===== src/rtl/uart_arb_pkg.sv =====
// Shared types and constants for the UART TX round-robin arbiter.
// Grant indices are always 3 bits wide so up to 8 requesters fit.
package uart_arb_pkg;

  typedef enum logic {
    IDLE = 1'b0,
    LOCK = 1'b1
  } arb_state_t;

  localparam int GRANT_W       = 3;
  localparam int BURST_W       = 8;
  localparam int N_REQ_MIN     = 2;
  localparam int N_REQ_MAX     = 8;
  localparam int MAX_BURST_MIN = 1;
  localparam int MAX_BURST_MAX = 255;

endpackage


===== src/rtl/uart_tx_arb_if.sv =====
// Client-side byte streams, host flow control and the UART TX byte port,
// bundled together. The master modport belongs to the side driving requests.
interface uart_tx_arb_if
  import uart_arb_pkg::*;
#(
  parameter int N_REQ = 4
);

  // Handshake rule on both sides: a byte moves on a rising clock edge exactly
  // when valid and ready are both high; valid never waits on ready.
  logic [N_REQ-1:0]   req_valid;
  logic [N_REQ*8-1:0] req_data;
  logic [N_REQ-1:0]   req_last;
  logic [N_REQ-1:0]   req_ready;
  logic               hold;
  logic               tx_valid;
  logic [7:0]         tx_data;
  logic               tx_ready;
  logic [GRANT_W-1:0] grant_id;
  logic               busy;

  modport master (
    output req_valid, req_data, req_last, hold, tx_ready,
    input  req_ready, tx_valid, tx_data, grant_id, busy
  );

  modport slave (
    input  req_valid, req_data, req_last, hold, tx_ready,
    output req_ready, tx_valid, tx_data, grant_id, busy
  );

endinterface


===== src/rtl/uart_tx_arb_rr_pick.sv =====
// Combinational round-robin pick: first asserted request scanning upward
// from the slot after last_owner, wrapping at N_REQ.
module rr_pick
  import uart_arb_pkg::*;
#(
  parameter int N_REQ = 4
) (
  input  logic [N_REQ-1:0]   req,
  input  logic [GRANT_W-1:0] last_owner,
  output logic [GRANT_W-1:0] pick,
  output logic               any
);

  // Walk from the farthest candidate to the nearest so the nearest wins.
  always_comb begin
    pick = '0;
    any  = 1'b0;
    for (int k = N_REQ; k >= 1; k--) begin
      for (int i = 0; i < N_REQ; i++) begin
        if ((i == (int'(last_owner) + k) % N_REQ) && req[i]) begin
          pick = GRANT_W'(i);
          any  = 1'b1;
        end
      end
    end
  end

endmodule


===== src/rtl/uart_tx_arb.sv =====
// Round-robin arbiter sharing one UART TX byte port among N_REQ clients.
// A grant is held for a whole message or until MAX_BURST bytes have moved.
module uart_tx_arb
  import uart_arb_pkg::*;
#(
  parameter int N_REQ     = 4,
  parameter int MAX_BURST = 16
) (
  input  logic                clock,
  input  logic                reset,
  uart_tx_arb_if.slave        bus,
  output arb_state_t          state_dbg
);

  arb_state_t         state, state_next;
  logic [GRANT_W-1:0] grant_id_q;
  logic [GRANT_W-1:0] last_owner;
  logic [BURST_W-1:0] burst_cnt;
  logic               tx_valid_q;
  logic [7:0]         tx_data_q;

  logic [GRANT_W-1:0] pick;
  logic               pick_any;
  logic               slot_free;
  logic               accept;
  logic               xfer;
  logic               burst_end;
  logic [N_REQ-1:0]   ready_vec;
  logic               g_valid;
  logic               g_last;
  logic [7:0]         g_data;

  rr_pick #(
    .N_REQ (N_REQ)
  ) u_pick (
    .req        (bus.req_valid),
    .last_owner (last_owner),
    .pick       (pick),
    .any        (pick_any)
  );

  // Select the grant owner's lane.
  always_comb begin
    g_valid = 1'b0;
    g_last  = 1'b0;
    g_data  = '0;
    for (int i = 0; i < N_REQ; i++) begin
      if (grant_id_q == GRANT_W'(i)) begin
        g_valid = bus.req_valid[i];
        g_last  = bus.req_last[i];
        g_data  = bus.req_data[i*8 +: 8];
      end
    end
  end

  always_comb begin
    state_next = state;
    ready_vec  = '0;
    slot_free  = !tx_valid_q || bus.tx_ready;
    accept     = 1'b0;
    xfer       = 1'b0;
    burst_end  = (burst_cnt == BURST_W'(MAX_BURST - 1));
    case (state)
      IDLE: begin
        if (pick_any) state_next = LOCK;
      end
      LOCK: begin
        accept = slot_free && !bus.hold;
        for (int i = 0; i < N_REQ; i++) begin
          ready_vec[i] = accept && (grant_id_q == GRANT_W'(i));
        end
        xfer = accept && g_valid;
        // Forced rotation keeps the rest of the message queued at the client.
        if (xfer && (g_last || burst_end)) state_next = IDLE;
      end
      default: state_next = IDLE;
    endcase
  end

  always_ff @(posedge clock) begin
    if (reset) begin
      state      <= IDLE;
      grant_id_q <= '0;
      last_owner <= GRANT_W'(N_REQ - 1);
      burst_cnt  <= '0;
      tx_valid_q <= 1'b0;
      tx_data_q  <= '0;
    end else begin
      state <= state_next;
      if (state == IDLE && pick_any) begin
        grant_id_q <= pick;
        burst_cnt  <= '0;
      end
      // A load in the same cycle as a drain keeps the slot full.
      if (xfer) begin
        burst_cnt  <= burst_cnt + 1'b1;
        tx_data_q  <= g_data;
        tx_valid_q <= 1'b1;
      end else if (bus.tx_ready) begin
        tx_valid_q <= 1'b0;
      end
      if (xfer && state_next == IDLE) last_owner <= grant_id_q;
    end
  end

  assign bus.req_ready = ready_vec;
  assign bus.tx_valid  = tx_valid_q;
  assign bus.tx_data   = tx_data_q;
  assign bus.grant_id  = grant_id_q;
  assign bus.busy      = (state == LOCK);
  assign state_dbg     = state;

endmodule


===== src/flat_wrapper.sv =====
// flat-port wrapper written by rule: the top's interface ports become plain ports
module uart_tx_arb_flat import uart_arb_pkg::*;
#(
  parameter int N_REQ     = 4,
  parameter int MAX_BURST = 16
)
  (clock, reset, state_dbg, bus_req_valid, bus_req_data, bus_req_last, bus_hold, bus_tx_ready, bus_req_ready, bus_tx_valid, bus_tx_data, bus_grant_id, bus_busy);
  uart_tx_arb_if #(.N_REQ(N_REQ)) bus_i ();
  input  logic clock;
  input  logic reset;
  output arb_state_t state_dbg;
  input wire logic [$bits(bus_i.req_valid)-1:0] bus_req_valid;
  input wire logic [$bits(bus_i.req_data)-1:0] bus_req_data;
  input wire logic [$bits(bus_i.req_last)-1:0] bus_req_last;
  input wire logic [$bits(bus_i.hold)-1:0] bus_hold;
  input wire logic [$bits(bus_i.tx_ready)-1:0] bus_tx_ready;
  output wire logic [$bits(bus_i.req_ready)-1:0] bus_req_ready;
  output wire logic [$bits(bus_i.tx_valid)-1:0] bus_tx_valid;
  output wire logic [$bits(bus_i.tx_data)-1:0] bus_tx_data;
  output wire logic [$bits(bus_i.grant_id)-1:0] bus_grant_id;
  output wire logic [$bits(bus_i.busy)-1:0] bus_busy;
  assign bus_i.req_valid = bus_req_valid;
  assign bus_i.req_data = bus_req_data;
  assign bus_i.req_last = bus_req_last;
  assign bus_i.hold = bus_hold;
  assign bus_i.tx_ready = bus_tx_ready;
  assign bus_req_ready = bus_i.req_ready;
  assign bus_tx_valid = bus_i.tx_valid;
  assign bus_tx_data = bus_i.tx_data;
  assign bus_grant_id = bus_i.grant_id;
  assign bus_busy = bus_i.busy;
  uart_tx_arb #(.N_REQ(N_REQ), .MAX_BURST(MAX_BURST)) u_core (.clock(clock), .reset(reset), .bus(bus_i), .state_dbg(state_dbg));
endmodule

===== config.mk =====
export PLATFORM = sky130hd
export DESIGN_NAME = uart_tx_arb_flat
export DESIGN_NICKNAME = d
export VERILOG_FILES = /design/src/rtl/uart_arb_pkg.sv /design/src/rtl/uart_tx_arb_if.sv /design/src/rtl/uart_tx_arb_rr_pick.sv /design/src/rtl/uart_tx_arb.sv /design/src/flat_wrapper.sv
export SDC_FILE = /design/constraint.sdc
export NUM_CORES = 1
export LEC_CHECK = 0
export CAP_MARGIN = 5
export CORE_MARGIN = 5
export CORE_UTILIZATION = 42
export CTS_BUF_LIST = sky130_fd_sc_hd__clkbuf_16
export DETAILED_ROUTE_END_ITERATION = 12
export HOLD_SLACK_MARGIN = 0.15
export PLACE_DENSITY = 0.8
export SYNTH_ARGS = -nofsm -noshare
export SYNTH_HDL_FRONTEND = slang
export SYNTH_HIERARCHICAL = 1
export SYNTH_SLANG_ARGS = --single-unit

===== constraint.sdc =====
create_clock -name clock -period 2.3 [get_ports clock]
set_clock_uncertainty 0.1 [all_clocks]
set_input_delay 0.46 -clock clock [delete_from_list [all_inputs] [get_ports clock]]
set_output_delay 0.46 -clock clock [all_outputs]
set_load 0.005 [all_outputs]

# Yosys cells after proc, flatten, opt, wreduce, memory -nomap -nowiden
# Cells that the tools add are included.
[word_totals] ff_bits=23 inputBits=44 out_inout_bits=18 word_cells=125
[classes] add_sub_neg=5 n_eq_ne=16 n_mux=52 bitwise=6 n_reduce_logical=40
[ops] op="$logic_not 32->1" count=4
[ops] op="$mux 8" count=6
[ops] op="$mux 3" count=14
[ops] op="$mux 1" count=30
[ops] op="$logic_and 1x1->1" count=25
[ops] op="$eq 3x3->1 const A" count=8
[ops] op="$eq 2x3->1 const A" count=4
[ops] op="$add 8x1->8 const B" count=1
[ops] op="$eq 8x4->1 const B" count=1
[ops] op="$reduce_or 2->1" count=4
[ops] op="$eq 3x2->1 const B" count=2
[ops] op="$add 2x1->2 const B" count=2
[ops] op="$add 2x2->2 const B" count=2
[ops] op="$and 1x1->1 const A" count=4
[ops] op="$mux 4" count=1
[ops] op="$reduce_bool 2->1" count=2
[ops] op="$eq 3x1->1 const B" count=1
[ops] op="$logic_not 3->1" count=1
[ops] op="$logic_not 1->1" count=2
[ops] op="$logic_or 1x1->1" count=2
[ops] op="$not 1->1" count=2
[ops] op="$pmux 1 s2" count=1

# Depth between registers and ports, before layout
# Gate-level depths: netlist of the first run.
[logic_depth] ltp_word=25 ltp_mapped=8 ltp_nobuf=6

# Modules after synthesis
# Netlist of the first run, hierarchy kept.
[modules_own_cells] module="uart_tx_arb" instances=1 cells_each=148 area_each_um2=1347.5 seq_area_each_um2=480.5
[modules_own_cells] module="rr_pick" instances=1 cells_each=16 area_each_um2=92.6 seq_area_each_um2=0.0

# Least setup slack after synthesis of the first run
# No wires, ideal clock.
[synth_path] path_kind="input port to output port" start="input bus_tx_ready" end="output bus_req_ready[2]" arrival_time_ns=1.400 t_required_ns=1.740 setup_slack_ns=0.340 cell_stages=3 n_path_buf=0 path_cell_list="nor2b_1 > or4b_2 > nor3b_1"
[synth_between] elab_chain_cells=4
[synth_rtl] element="start, declared" line_no="flat_wrapper.sv:16" rtl="input wire logic [$bits(bus_i.tx_ready)-1:0] bus_tx_ready;"
[synth_rtl] element="$logic_or 1x1->1" line_no="uart_tx_arb.sv:59" rtl="slot_free = !tx_valid_q || bus.tx_ready;"
[synth_rtl] element="$logic_and 1x1->1" line_no="uart_tx_arb.sv:68" rtl="accept = slot_free && !bus.hold;"
[synth_rtl] element="$logic_and 1x1->1" line_no="uart_tx_arb.sv:70" rtl="ready_vec[i] = accept && (grant_id_q == GRANT_W'(i));"
[synth_rtl] element="$mux 4" line_no="uart_tx_arb.sv:63" rtl="case (state)"
[synth_rtl] element="end, declared" line_no="flat_wrapper.sv:17" rtl="output wire logic [$bits(bus_i.req_ready)-1:0] bus_req_ready;"
# No other way between the ends.

# Worst setup path in the final report of the first run
[layout_path] start="input bus_hold" end="output bus_req_ready[0]"
[layout_between] elab_chain_cells=4
[layout_rtl] element="start, declared" line_no="flat_wrapper.sv:15" rtl="input wire logic [$bits(bus_i.hold)-1:0] bus_hold;"
[layout_rtl] element="$logic_not 1->1" line_no="uart_tx_arb.sv:68"
[layout_rtl] element="$logic_and 1x1->1" line_no="uart_tx_arb.sv:68"
[layout_rtl] element="$logic_and 1x1->1" line_no="uart_tx_arb.sv:70"
[layout_rtl] element="$mux 4" line_no="uart_tx_arb.sv:63"
# No other way between the ends.

==> run metrics, run 1 <==
WHS 354 ps; final period utilization 98.3%; initial core utilization 43.0%; CP Launch Type input port; max_cap viols 0; Arr. time, crit path 1700 ps; final setup violating endpoints 0; largest net degree at the start of global routing 24; fin nets 270; syn_nets 207; Layout area overhead 52.8%; Reg2Reg Setup Slack 470 ps; Relative slew margins 65.4%; die area 0.00462 mm²; chip height 68.0 µm; Vias 1474; Worst Hold End u_core/bus.tx_data[5]; Slew Viols, Final 0; maximum buffer depth of the clock tree 2; largest fanout on the critical path 3; min cycle time layout 2260 ps; worst min path class flop to flop; first-pass GRT wire length 6380 µm; Setup WS post-layout 38.9 ps; GRT Total Usage 18.3%; power share of the combinational group 25.0%; pre-CTS setup slack -658 ps; worst skew pair latency 250 ps; number of antenna diodes 0; cell count after synthesis 162; unrepaired setup endpoints after global routing false; average cell area after synthesis 8.72 µm²; clock network power share 35.0%; number of global-route vias before repair 1343; DR pass1 iterations 4; DRT iter0 DRCs 125; critical path type input port to primary output; CP endpoint kind primary output; Worst Path Required 1740 ps; fillers 297; Final GP Congestion 0.803; reg2reg start u_core/bus.grant_id[1]; Psw 249 µW; sequential share of power 40.0%; fmax 442 MHz; IR drop worst, VDD 0.521 mV; DRT Wirelength 4180 µm; PortBufs 61; row count 21; PD cells 487 mW/mm²; commonest non-fill, non-tap cell in the layout clkdlybuf4s50_1; Total Power 1.05 mW; DP Wirelength 3200 µm; hold buffer count at CTS 0; Worst Hold Launch u_core/bus.tx_data[5]; DRC Markers 0; Hold Crit Depth 2; cell-internal power 803 µW; initial antenna violation count 0; Mapped Area 0.00141 mm²; most frequent cells in the layout clkdlybuf4s50_1, dfxtp_1, nand3_1, nand2_1, a21oi_1; clock sink count 23; H-Tree Level Count 1; Fin. Hold Viols 0; worst reg2reg path endpoint u_core/burst_cnt[7]; CTS buffer count 3; grt ovf 0; Pleak 0.770 nW; CTS Root Cell clkbuf_16; multi-input logic area 866 µm²; clock slew at reported path FFs 60 ps; status finished clean; CTS tree done; core area 0.00328 mm²; antenna-violating nets left 0; Worst Reg-to-Reg Cells 6; DR WL/cell 15.5 µm; I/O pin total 62; Least-Margin Pin Slew 517 ps; FF/Latch Area 460 µm²; Yosys warning total 6; switching share of power 23.7%; share of cells above drive strength 1 12.9%; drt via density 5.46; Chip Width 68.0 µm
[sequential cells by signal (all words and copies together), names as in the netlist]
name and flops:
u_core/bus.tx_data 8, u_core/bus.busy 1, u_core/burst_cnt 8, u_core/last_owner 2
u_core/bus.tx_valid 1, u_core/bus.grant_id 3
[timing repair]
item,in CTS,in global routing
buffers inserted,0,0
gates resized for setup,12,1
endpoints found under the setup margin,4,1
pin swaps,2,0
[critical path, cell delays in order]
cell,delay [ps]
dlygate4sd2_1,270
or4b_4,560
nor3_1,150
dlygate4sd2_1,260
[metrics by stage]
step                      setup TNS (ps)  std cells  utilization [%]  area [µm²]
after floorplan                        0        162                -        1410
after global placement             -2070        266             63.5        2080
after detailed placement           -2120        266             63.5        2080
after CTS                              0        270             65.9        2160
after global routing                   0        270             65.7        2160
final                                  0        270             65.7        2160
[power by group through the flow]
stage / Clock, mW / Sequential (mW) / Combinational, mW
floorplan: 0 / 0.433 / 0.124
global placement: 0 / 0.429 / 0.260
detailed placement: 0 / 0.430 / 0.263
CTS: 0.375 / 0.421 / 0.263
global route: 0.397 / 0.423 / 0.282
finish: 0.369 / 0.421 / 0.263
[layer usage]
| layer | vias to the layer above | routed length [µm] | part of all wire (%) | global-route usage, % |
|---|---|---|---|---|
| li1 | 721 | - | - | - |
| met1 | 720 | 1640 | 39 | 22.3 |
| met2 | 31 | 2380 | 57 | 32.5 |
| met3 | 2 | 140 | 3.3 | 3.45 |
| met4 | 0 | 23 | 0.55 | 5.46 |
| met5 | - | 0 | 0 | 0 |
[worst max-delay path by stage]
stage                 start                to  slack [ps]
6_report           bus_hold  bus_req_ready[0]          40
5_1_grt            bus_hold  bus_req_ready[0]          20
4_1_cts            bus_hold  bus_req_ready[2]           2
3_5_place_dp       bus_hold  bus_req_ready[2]        -660
3_3_place_gp       bus_hold  bus_req_ready[2]        -650
2_1_floorplan  bus_tx_ready  bus_req_ready[2]         340
[area by class of cell]
class / instances / share of cell area, %
inverters: 3 / 0.522
flip-flops and latches: 23 / 21.3
well taps: 46 / 2.67
multi-input cells: 123 / 40.1
clock buffers: 3 / 3.48
repair buffers: 71 / 31.7
clock inverters: 1 / 0.232
Note: power is estimated with default switching activity, not from simulation.
==> run 2, diff against run 1 <==
==> constraint.sdc (replaced) <==
create_clock -name clock -period 2.4 [get_ports clock]
set_clock_uncertainty 0.1 [all_clocks]
set_input_delay 0.48 -clock clock [delete_from_list [all_inputs] [get_ports clock]]
set_output_delay 0.48 -clock clock [all_outputs]
set_load 0.005 [all_outputs]
==> run 2 against run 1 <==
  * Sequential share of layout area down 0.062 points
  * Clock power is 6.0% lower
  * Largest cell class unchanged
  * Highest routed layer unchanged
  * Worst hold slack got worse by 2.2 ps
  * Design area rose by 0.29%
  * Worst setup slack improved by 26 ps
  * Flip-flop and latch count is the same
==> run metrics, run 2 (synthesis results as in run 1) <==
Worst Path Required 1820 ps; final setup violating endpoints 0; IR drop worst, VDD 0.494 mV; DR WL/cell 14.5 µm; multi-input logic area 868 µm²; CP cell instances dlygate4sd2_1 -> nor2b_2 -> or4b_4 -> nor3b_1 -> clkdlybuf4s15_1; DRC Markers 0; DRT iter0 DRCs 93; die area 0.00462 mm²; worst skew pair latency 250 ps; worst reg2reg path endpoint u_core/burst_cnt[7]; largest net degree at the start of global routing 24; Hold Crit Depth 2; reg2reg start u_core/bus.tx_valid; Worst Reg-to-Reg Cells 6; CTS buffer count 3; number of antenna diodes 0; commonest non-fill, non-tap cell in the layout clkdlybuf4s50_1; largest fanout on the critical path 3; chip height 68.0 µm; Reg2Reg Setup Slack 630 ps; first-pass GRT wire length 6050 µm; initial core utilization 43.0%; hold buffer count at CTS 0; fmax 428 MHz; status finished clean; number of global-route vias before repair 1280; CTS tree done; Worst Hold Launch u_core/bus.tx_data[1]; fin nets 270; share of cells above drive strength 1 12.5%; Chip Width 68.0 µm; critical path type input port to primary output; Vias 1420; GRT Total Usage 17.2%; Area after DPL 0.00208 mm²; min cycle time layout 2340 ps; Total Power 999 µW; Setup TNS 0 ps; PD cells 461 mW/mm²; CP max-delay cell or4b_4; fillers 275; clock sink count 23; most frequent cells in the layout clkdlybuf4s50_1, dfxtp_1, nand3_1, nand2_1, a21oi_1; Slew Viols, Final 0; DRT Wirelength 3920 µm; Pleak 0.772 nW; Final GP Congestion 0.799; H-Tree Level Count 1; DP Wirelength 3150 µm; CP top delay family simple AND/OR/NAND/NOR gates; I/O pin total 62; CP Buf/Inv Count 2; CP Launch Type input port; worst min path class flop to flop; clock slew at reported path FFs 60 ps; drt via density 5.26; Worst Setup SP bus_tx_ready; grt ovf 0; cell area after layout 0.00216 mm²; row count 21; Arr. time, crit path 1760 ps; initial antenna violation count 0; DR pass1 iterations 4; final period utilization 97.3%; CP endpoint kind primary output; antenna-violating nets left 0; core area 0.00328 mm²; maximum buffer depth of the clock tree 2; CTS Root Cell clkbuf_16; Worst Hold End u_core/bus.tx_data[1]; max_cap viols 0; PortBufs 61; Fin. Hold Viols 0; unrepaired setup endpoints after global routing false; FF/Latch Area 460 µm²; Layout area overhead 53.2%; Crit path largest cell delay 570 ps
## run 2: what timing repair did
action | in CTS | in global routing
pin swaps | 2 | 0
resized for setup | 12 | 1
endpoints found under the hold margin | 0 | 0
setup endpoints to repair | 4 | 1
setup buffers | 0 | 0
## run 2: where the power goes
part / switching (mW) / total [mW] / internal [mW]
Clock: 0.125 / 0.347 / 0.222
Sequential: 0.00779 / 0.403 / 0.396
Combinational: 0.0979 / 0.249 / 0.151
Total: 0.230 / 0.999 / 0.768
## run 2: final cells by class
cell class / instances / share of cell area, %
Multi-Input combinational cell: 123 / 40.1
Timing Repair Buffer: 71 / 31.8
Sequential cell: 23 / 21.3
Clock buffer: 3 / 3.47
Tap cell: 46 / 2.66
Inverter: 3 / 0.520
Clock inverter: 1 / 0.173
## run 2: worst min-delay path: cells and delay by family (launching register included)
family	cells	cell delay (ps)
AO/OA/AOI/OAI	1	50
AND/OR/NAND/NOR	1	50
flip-flops	1	310
## run 2: through the flow
step           hold WS, ps  utilization [%]  setup slack [ps]  std cells
2_1_floorplan          353                -               400        162
3_3_place_gp           342             63.5              -597        266
3_5_place_dp           348             63.5              -589        266
4_1_cts                355             65.9              46.8        270
5_1_grt                377             65.9              9.26        270
6_report               352             65.9              64.5        270
## run 2: how the worst max path moves through the flow
stage	to	slack, ps	cells after the start
after floorplan	bus_req_ready[2]	400	3
after global placement	bus_req_ready[2]	-600	4
after detailed placement	bus_req_ready[2]	-590	4
after CTS	bus_req_ready[2]	50	5
after global routing	bus_req_ready[2]	9	5
final	bus_req_ready[2]	60	5
## run 2: layer usage
layer	global-route usage, %	vias up	routed length [µm]
met5	0	-	0
met4	4.47	0	39
met3	3.28	4	133
met2	30.0	34	2190
met1	21.5	661	1560
li1	-	721	-
